<file path="src/rtl/lsu_mem_if.sv">
// lsu_mem_if: req/ack data-memory bus; the LSU is the master and the memory is the slave.
// mem_req is held until mem_ack, and mem_rdata is valid in the same cycle as mem_ack.
interface lsu_mem_if;
    logic        mem_req;
    logic        mem_we;
    logic [31:0] mem_addr;
    logic [31:0] mem_wdata;
    logic [3:0]  mem_be;
    logic        mem_ack;
    logic [31:0] mem_rdata;

    modport master (
        output mem_req, mem_we, mem_addr, mem_wdata, mem_be,
        input  mem_ack, mem_rdata
    );

    modport slave (
        input  mem_req, mem_we, mem_addr, mem_wdata, mem_be,
        output mem_ack, mem_rdata
    );
endinterface

</file>
<file path="src/rtl/lsu_mem.sv">
// lsu_mem: M-stage load/store unit over a req/ack memory; LSU_TIMEOUT_EN adds a REQ timeout abort.
// Latency: IDLE + n REQ + DONE cycles; StallMemM holds the pipeline until DONE.
module lsu_mem #(
    parameter int TIMEOUT = 16,
    parameter int CNT_W   = 5
) (
    input  logic        clk,
    input  logic        reset,
    input  logic        MemWriteM,
    input  logic        MemReadM,
    input  logic [2:0]  funct3M,
    input  logic [31:0] ALUResultM,
    input  logic [31:0] WriteDataM,
    output logic [31:0] ReadDataM,
    output logic        StallMemM,
    output logic        MisalignM,
    output logic        BusErrM,
    lsu_mem_if.master   mem
);

    if (2 ** CNT_W <= TIMEOUT) begin : g_bad_cfg
        $error("lsu_mem: CNT_W too narrow for TIMEOUT");
    end

    typedef enum logic [1:0] {IDLE, REQ, DONE} state_t;

    state_t      state_q;
    logic        mem_req_q;
    logic        mem_we_q;
    logic [31:0] mem_addr_q;
    logic [31:0] mem_wdata_q;
    logic [3:0]  mem_be_q;
    logic [2:0]  f3_q;
    logic [1:0]  lo_q;
    logic [31:0] rdata_q;

    logic        access;
    logic        aligned;
    logic [3:0]  be_d;
    logic [31:0] wdata_d;

    assign access = MemWriteM | MemReadM;

    // funct3[1:0]: 00 byte, 01 half, anything else is a word access.
    always_comb begin
        aligned = 1'b1;
        be_d    = 4'b1111;
        wdata_d = 32'h0;
        case (funct3M[1:0])
            2'b00: begin
                aligned = 1'b1;
                be_d    = 4'b0001 << ALUResultM[1:0];
                wdata_d = {4{WriteDataM[7:0]}};
            end
            2'b01: begin
                aligned = ~ALUResultM[0];
                be_d    = ALUResultM[1] ? 4'b1100 : 4'b0011;
                wdata_d = {2{WriteDataM[15:0]}};
            end
            default: begin
                aligned = (ALUResultM[1:0] == 2'b00);
                be_d    = 4'b1111;
                wdata_d = WriteDataM;
            end
        endcase
        if (!MemWriteM) begin
            be_d    = 4'b1111;
            wdata_d = 32'h0;
        end
    end

    function automatic logic [31:0] ext_load(input logic [31:0] w, input logic [1:0] lo,
                                             input logic [2:0] f3);
        logic [7:0]  b;
        logic [15:0] h;
        b = w[{lo, 3'b000} +: 8];
        h = lo[1] ? w[31:16] : w[15:0];
        case (f3)
            3'b000:  ext_load = {{24{b[7]}}, b};
            3'b100:  ext_load = {24'h0, b};
            3'b001:  ext_load = {{16{h[15]}}, h};
            3'b101:  ext_load = {16'h0, h};
            default: ext_load = w;
        endcase
    endfunction

`ifdef LSU_TIMEOUT_EN
    logic [CNT_W-1:0] cnt_q;
    logic             buserr_q;
`endif

    always_ff @(posedge clk or negedge reset) begin
        if (!reset) begin
            state_q     <= IDLE;
            mem_req_q   <= 1'b0;
            mem_we_q    <= 1'b0;
            mem_addr_q  <= 32'h0;
            mem_wdata_q <= 32'h0;
            mem_be_q    <= 4'h0;
            f3_q        <= 3'h0;
            lo_q        <= 2'h0;
            rdata_q     <= 32'h0;
`ifdef LSU_TIMEOUT_EN
            cnt_q       <= '0;
            buserr_q    <= 1'b0;
`endif
        end else begin
            case (state_q)
                IDLE: begin
                    if (access && aligned) begin
                        mem_addr_q  <= {ALUResultM[31:2], 2'b00};
                        mem_we_q    <= MemWriteM;
                        mem_be_q    <= be_d;
                        mem_wdata_q <= wdata_d;
                        f3_q        <= funct3M;
                        lo_q        <= ALUResultM[1:0];
                        mem_req_q   <= 1'b1;
`ifdef LSU_TIMEOUT_EN
                        cnt_q       <= '0;
`endif
                        state_q     <= REQ;
                    end
                end
                REQ: begin
                    if (mem.mem_ack) begin
                        mem_req_q <= 1'b0;
                        mem_we_q  <= 1'b0;
                        mem_be_q  <= 4'h0;
                        if (!mem_we_q) begin
                            rdata_q <= ext_load(mem.mem_rdata, lo_q, f3_q);
                        end
                        state_q   <= DONE;
                    end
`ifdef LSU_TIMEOUT_EN
                    else if (cnt_q == CNT_W'(TIMEOUT - 1)) begin
                        // Abandon the access; a timed-out store counts as not performed.
                        mem_req_q <= 1'b0;
                        mem_we_q  <= 1'b0;
                        mem_be_q  <= 4'h0;
                        rdata_q   <= 32'h0;
                        buserr_q  <= 1'b1;
                        state_q   <= DONE;
                    end else begin
                        cnt_q <= cnt_q + 1'b1;
                    end
`endif
                end
                DONE: begin
                    rdata_q  <= 32'h0;
`ifdef LSU_TIMEOUT_EN
                    buserr_q <= 1'b0;
`endif
                    state_q  <= IDLE;
                end
                default: state_q <= IDLE;
            endcase
        end
    end

    assign mem.mem_req   = mem_req_q;
    assign mem.mem_we    = mem_we_q;
    assign mem.mem_addr  = mem_addr_q;
    assign mem.mem_wdata = mem_wdata_q;
    assign mem.mem_be    = mem_be_q;

    assign ReadDataM = rdata_q;
    // Reset gating keeps the hazard unit released while reset is held.
    assign StallMemM = reset & ((state_q == REQ) | ((state_q == IDLE) & access & aligned));
    assign MisalignM = reset & (state_q == IDLE) & access & ~aligned;

`ifdef LSU_TIMEOUT_EN
    assign BusErrM = buserr_q;
`else
    assign BusErrM = 1'b0;
`endif

endmodule

</file>
<file path="src/flat_wrapper.sv">
// flat-port wrapper written by rule: the top's interface ports become plain ports
module lsu_mem_flat 
#(
    parameter int TIMEOUT = 16,
    parameter int CNT_W   = 5
)
  (clk, reset, MemWriteM, MemReadM, funct3M, ALUResultM, WriteDataM, ReadDataM, StallMemM, MisalignM, BusErrM, mem_mem_req, mem_mem_we, mem_mem_addr, mem_mem_wdata, mem_mem_be, mem_mem_ack, mem_mem_rdata);
  lsu_mem_if mem_i ();
  input  logic clk;
  input  logic reset;
  input  logic MemWriteM;
  input  logic MemReadM;
  input  logic [2:0] funct3M;
  input  logic [31:0] ALUResultM;
  input  logic [31:0] WriteDataM;
  output logic [31:0] ReadDataM;
  output logic StallMemM;
  output logic MisalignM;
  output logic BusErrM;
  output wire logic [$bits(mem_i.mem_req)-1:0] mem_mem_req;
  output wire logic [$bits(mem_i.mem_we)-1:0] mem_mem_we;
  output wire logic [$bits(mem_i.mem_addr)-1:0] mem_mem_addr;
  output wire logic [$bits(mem_i.mem_wdata)-1:0] mem_mem_wdata;
  output wire logic [$bits(mem_i.mem_be)-1:0] mem_mem_be;
  input wire logic [$bits(mem_i.mem_ack)-1:0] mem_mem_ack;
  input wire logic [$bits(mem_i.mem_rdata)-1:0] mem_mem_rdata;
  assign mem_mem_req = mem_i.mem_req;
  assign mem_mem_we = mem_i.mem_we;
  assign mem_mem_addr = mem_i.mem_addr;
  assign mem_mem_wdata = mem_i.mem_wdata;
  assign mem_mem_be = mem_i.mem_be;
  assign mem_i.mem_ack = mem_mem_ack;
  assign mem_i.mem_rdata = mem_mem_rdata;
  lsu_mem #(.TIMEOUT(TIMEOUT), .CNT_W(CNT_W)) u_core (.clk(clk), .reset(reset), .MemWriteM(MemWriteM), .MemReadM(MemReadM), .funct3M(funct3M), .ALUResultM(ALUResultM), .WriteDataM(WriteDataM), .ReadDataM(ReadDataM), .StallMemM(StallMemM), .MisalignM(MisalignM), .BusErrM(BusErrM), .mem(mem_i));
endmodule
</file>
<file path="config.mk">
export PLATFORM = sky130hd
export DESIGN_NAME = lsu_mem_flat
export DESIGN_NICKNAME = d
export VERILOG_FILES = /design/src/rtl/lsu_mem_if.sv /design/src/rtl/lsu_mem.sv /design/src/flat_wrapper.sv
export SDC_FILE = /design/constraint.sdc
export NUM_CORES = 1
export LEC_CHECK = 0
export BUFFER_PORTS_ARGS = -buffer_cell sky130_fd_sc_hd__buf_2
export CORE_MARGIN = 2
export CORE_UTILIZATION = 48
export CTS_CLUSTER_DIAMETER = 40
export DETAILED_ROUTE_END_ITERATION = 16
export GPL_ROUTABILITY_DRIVEN = 0
export PLACE_DENSITY = 0.79
export SLEW_MARGIN = 20
export SYNTH_ARGS = -nofsm -noshare
export SYNTH_HDL_FRONTEND = slang
export SYNTH_SLANG_ARGS = --single-unit
</file>
<file path="constraint.sdc">
create_clock -name clk -period 1.9 [get_ports clk]
set_input_delay 0 -clock clk [delete_from_list [all_inputs] [get_ports clk]]
set_output_delay 0 -clock clk [all_outputs]
set_load 0.02 [all_outputs]
</file>
==> results of run 1 <==
[flip-flops by register name, indices dropped and copies added, names as in the netlist]
register              cells
u_core.mem.mem_wdata     32
u_core.mem.mem_we         1
u_core.mem.mem_req        1
u_core.state_q            2
u_core.ReadDataM         32
u_core.lo_q               2
u_core.mem.mem_addr      30
u_core.mem.mem_be         4
u_core.f3_q               3
[final timing paths]
path	endpoint	startpoint	cells past startpoint
setup / recovery	StallMemM	u_core.state_q[1]	6
hold / removal	u_core.ReadDataM[7]	mem_mem_rdata[7]	4
setup reg to reg	u_core.mem.mem_addr[12]	u_core.state_q[0]	4
hold reg to reg	u_core.ReadDataM[6]	u_core.ReadDataM[6]	2
max in group asynchronous	u_core.mem.mem_wdata[23]	reset	3
min in group asynchronous	u_core.ReadDataM[9]	reset	2
[layer usage]
layer	up-vias	global-route usage, %	part of all wire (%)
met5	-	0	0
met4	0	10.2	2.5
met3	35	7.11	7.8
met2	246	50.6	52
met1	2305	30.9	37
li1	2194	-	-
[power breakdown]
group | total (uW) | switching (uW) | internal (uW)
clock | 1290 | 799 | 492
combinational | 4230 | 2450 | 1770
sequential | 3640 | 552 | 3090
[per-stage QoR]
stage	area, sq um	instances	setup WS [ns]	util [%]	TNS, ns
final	7400	888	0.0719	72.0	0
after global routing	7400	888	-0.0328	72.0	-0.162
after CTS	7380	886	0.0332	71.8	0
after detailed placement	6290	780	0.0115	61.2	0
after global placement	6290	780	0.0610	61.2	0
after floorplan	5060	455	0.210	-	0
[cells by family after synthesis]
logic type             count (synthesis)
AOI/OAI and AO/OA                    117
and+or+nand+nor                      109
DFF                                  107
muxes                                 77
buffers and inverters                 42
other                                  1
[worst min-delay path, stage by stage]
cell	delay [ns]
buf_2	0.10
nand2_1	0.05
o221ai_1	0.07
a22o_1	0.12
[placed cells by master, fill, tap and decap left out, types with 6 or more instances in the layout]
cell           netlist  final
a21oi_1             14     13
a221o_1              6      6
a221o_2             10     10
a32o_1               8      8
buf_2               13    204
buf_4                3     23
clkbuf_8             0      9
dfrtp_1            107    107
dlygate4sd3_1        0     89
mux2_2              45     45
mux2i_1             32     32
nand2_1             68     68
nand2b_1            17     17
nor2b_1              8      8
o21ai_0             51     51
o31ai_1             16     16
[final cells by class]
class / count / area [sq um] / area share, %
clock buffers: 10 / 128 / 1.73
repair buffers: 319 / 2140 / 28.9
flip-flops and latches: 107 / 2680 / 36.2
well taps: 136 / 170 / 2.30
multi-input cells: 306 / 2220 / 30.0
inverters: 4 / 15.0 / 0.203
clock inverters: 6 / 50.0 / 0.677
[repair_timing]
action,in CTS,in global routing
hold buffers,89,0
gates resized for setup,2,0
pin swaps,1,0
setup buffers,1,2
hold endpoints to repair,158,0
endpoints found under the setup margin,15,20
==> qor.yml, run 1 <==
run_status: "finished, final reports clean"
synth_top_cell_by_area: "dfrtp_1"
synth_edf_count: 0
grt_overflow: 0
htreeDepth: 3
clkTransAtPathRegs_ns: 0.10
first_global_vias: 5052
cp.arrival_ns: 1.83
cts_sinks: 107
tightest_slew_ns: 0.819
path_cells: "buf_4 -> nor2_2 -> o2111ai_4 -> buf_6 -> a21boi_0 -> buf_2"
clock.fmax_ghz: 0.547
rows: 37
maxSlewViolCount: 0
die_area_sq_um: 11400
worst_setup_path_start_kind: "register"
hold_class: "primary input to register"
crit_family: "buffers and inverters"
ant_nets: 0
fin_crit_sh_pct: 96.2
clock_skew_ns: 0.0107
drc: 0
syn_to_final_growth_pct: 46.4
reg2reg_slack_ns: 0.08
cpMaxStageDelayCell: "dfrtp_1"
initial_core_util_pct: 49.2
route.vias.total: 4780
ios: 209
root_buffer: "clkbuf_8"
yosys.area_share.simple_pct: 10.4
syn_area_sq_um: 5050
leakagePower_uw: 0.00369
antennaDiodeCount: 0
hold_violations: 0
synth_cells: 453
yosys.area_share.xor_xnor_pct: 0
clkLatencyLatePin_ns: 0.37
synth_seq_area_share_pct: 53.0
cp.required_ns: 1.90
synthMuxAreaShare_pct: 16.4
avgSynthCellArea_sq_um: 11.2
grtUsageTotal_pct: 27.7
synth_top_family_by_area: "multiplexers"
synth_fa_ha_area_share_pct: 0
nFillCells: 750
drv_cap: 0
synthDistinctLibCells: 39
nNetsFinal: 851
numCtsBuffers: 9
layout-drive-gt1-share_pct: 41.4
wirelength_um: 15800
yosys-top-cells-count: "dfrtp_1 (107), nand2_1 (68), o21ai_0 (51)"
antenna_found_initial: 0
synthTopCellsByArea: "dfrtp_1 (53%), mux2_2 (10%), mux2i_1 (6.3%)"
synth_most_common_cell: "dfrtp_1"
power_density_nw_per_um2: 1240
period_minus_slack_ns: 1.83
cts_tree: "built"
clk_path_buf_depth: 2
synth_compound_area_share_pct: 16.3
dp_hpwl_um: 10200
synth-seq-cells: 107
fp.dieW_um: 107
critPathMaxStageDelay_ns: 0.39
peakVddDrop_mv: 0.769
setup_viol: 0
first_pass_iters: 5
async_reset_ff_share_pct: 100
port_buffers: 205
drtIter0Drc: 242
grt_max_degree: 78
rsz0062_at_grt: "yes"
hold_ws_ns: 0.0197
routedWlPerCell_um: 17.8
slew_headroom_pct: 45.4
cp_num_buf_inv: 3
via_per_inst: 5.38
worstSetupEndpointType: "output pin"
crit_type: "register to output pin"
core_sq_um: 10300
total_power_uw: 9150
synth_top_area_share_pct: 53.0
crit_fanout: 35
synthFlopType: "dfrtp_1"
die_h_um: 107
yosys_warnings: 0
grt_pass1_wl_um: 24500
Note: power is estimated with default switching activity, not from simulation.
==> inputs of run 2 (changes only) <==
clock period = 1.7 ns   (was 1.9 ns; I/O delays follow)
==> run 2 against run 1 <==
Against the previous run: core utilization up 1.9 points; clock-buffer cell count down 1; sequential power up 12%; global-route usage up 1.2 points; clock power up 12%; worst setup slack worse by 0.046 ns; combinational power up 18%; cell count up 0.90%.
==> qor.yml, run 2 (synthesis results as in run 1) <==
layout-drive-gt1-share_pct: 43.3
power_density_nw_per_um2: 1390
drv_cap: 0
place_ws_ns: -0.237
crit_fanout: 16
nNetsFinal: 859
port_buffers: 205
grt_pass1_wl_um: 25800
clkLatencyLatePin_ns: 0.36
drc: 0
cp.arrival_ns: 1.92
antenna_found_initial: 0
routedWlPerCell_um: 18.3
peakVddDrop_mv: 0.843
leakagePower_uw: 0.00379
run_status: "finished, final reports clean"
via_per_inst: 5.55
crit_family: "compound AO/OA/AOI/OAI gates"
die_h_um: 107
worst_setup_path_start_kind: "register"
root_buffer: "clkbuf_8"
wirelength_um: 16400
nFillCells: 673
cpMaxStageDelayCell: "dfrtp_1"
hold_ws_ns: 0.0160
clock_skew_ns: 0.00507
syn_to_final_growth_pct: 50.1
route.vias.total: 4975
fp.dieW_um: 107
ios: 209
utilization_pct: 73.8
path_cells: "mux2_4 -> a22oi_4 -> a2111oi_4 -> buf_12 -> a221o_2"
crit_type: "register to register"
maxSlewViolCount: 0
htreeDepth: 3
cp_num_buf_inv: 1
clock.fmax_ghz: 0.597
grtUsageTotal_pct: 28.9
dp_hpwl_um: 10200
mostFrequentLayoutCells: "buf_2 (203), dfrtp_1 (104), dlygate4sd3_1 (89)"
slew_headroom_pct: 65.5
cts_sinks: 107
drtIter0Drc: 314
tns_ns: 0
grt_max_degree: 52
multi_input_area_sq_um: 2270
core_sq_um: 10300
clkTransAtPathRegs_ns: 0.10
first_pass_iters: 5
initial_core_util_pct: 49.2
hold_class: "primary input to register"
numCtsBuffers: 9
tightest_slew_ns: 0.518
period_minus_slack_ns: 1.67
antennaDiodeCount: 0
grt_overflow: 0
final_common_cell: "buf_2"
seqCellArea_sq_um: 2680
rows: 37
finalWorstSetupSlack_ns: 0.0261
rsz0062_at_grt: "yes"
ant_nets: 0
cts_tree: "built"
clk_path_buf_depth: 2
critPathMaxStageDelay_ns: 0.45
hold_violations: 0
fin_crit_sh_pct: 98.5
setup_viol: 0
die_area_sq_um: 11400
worstSetupEndpointType: "register"
first_global_vias: 5225
cp.required_ns: 1.95
## run 2: per-layer routing
metal	vias to the layer above	global-route usage, %	part of all wire, %
met3	48	5.11	8.3
li1	2218	-	-
met4	0	13.8	3.4
met2	279	51.2	51
met5	-	0	0
met1	2430	33.9	37
## run 2: power breakdown
group | internal (uW) | leakage [uW] | switching, uW
Clock | 544 | 0.0000900 | 905
Sequential | 3450 | 0.00134 | 611
Combinational | 2160 | 0.00235 | 2840
## run 2: final cells by class
type	instances	area share [%]
Timing Repair Buffer	327	30.0
Multi-Input combinational cell	306	29.9
Tap cell	136	2.24
Sequential cell	107	35.3
Clock inverter	7	0.693
Clock buffer	9	1.63
Inverter	4	0.198
## run 2: final timing paths
kind	from	endpoint	slack (ns)	cells past startpoint
max	u_core.lo_q[0]	u_core.ReadDataM[23]	0.03	5
min	mem_mem_rdata[9]	u_core.ReadDataM[9]	0.02	3
max reg2reg	u_core.lo_q[0]	u_core.ReadDataM[23]	0.03	5
min reg2reg	u_core.mem.mem_req	u_core.mem.mem_req	0.48	2
max in group asynchronous	reset	u_core.mem.mem_be[1]	0.85	3
min in group asynchronous	reset	u_core.mem.mem_addr[24]	0.10	2
## run 2: worst reg2reg max path, stage by stage (launching register included)
cell and delay [ns]:
dfrtp_1 0.45, mux2_4 0.33, a22oi_4 0.20, a2111oi_4 0.11, buf_12 0.17, a221o_2 0.31
## run 2: what timing repair did
action,CTS,global route
endpoints found under the hold margin,166,0
hold buffers,89,0
buffers inserted,5,2
cloned,2,0
endpoints found under the setup margin,27,79
pin swaps,2,1
resized for setup,8,14
## run 2: through the flow
| step | cell area (sq um) | power, uW | cells |
|---|---|---|---|
| final | 7590 | 10500 | 896 |
| after global routing | 7590 | 11100 | 896 |
| after CTS | 7520 | 10400 | 895 |
| after detailed placement | 6320 | 8630 | 783 |
| after global placement | 6320 | 8460 | 783 |
| after floorplan | 5060 | 6870 | 455 |
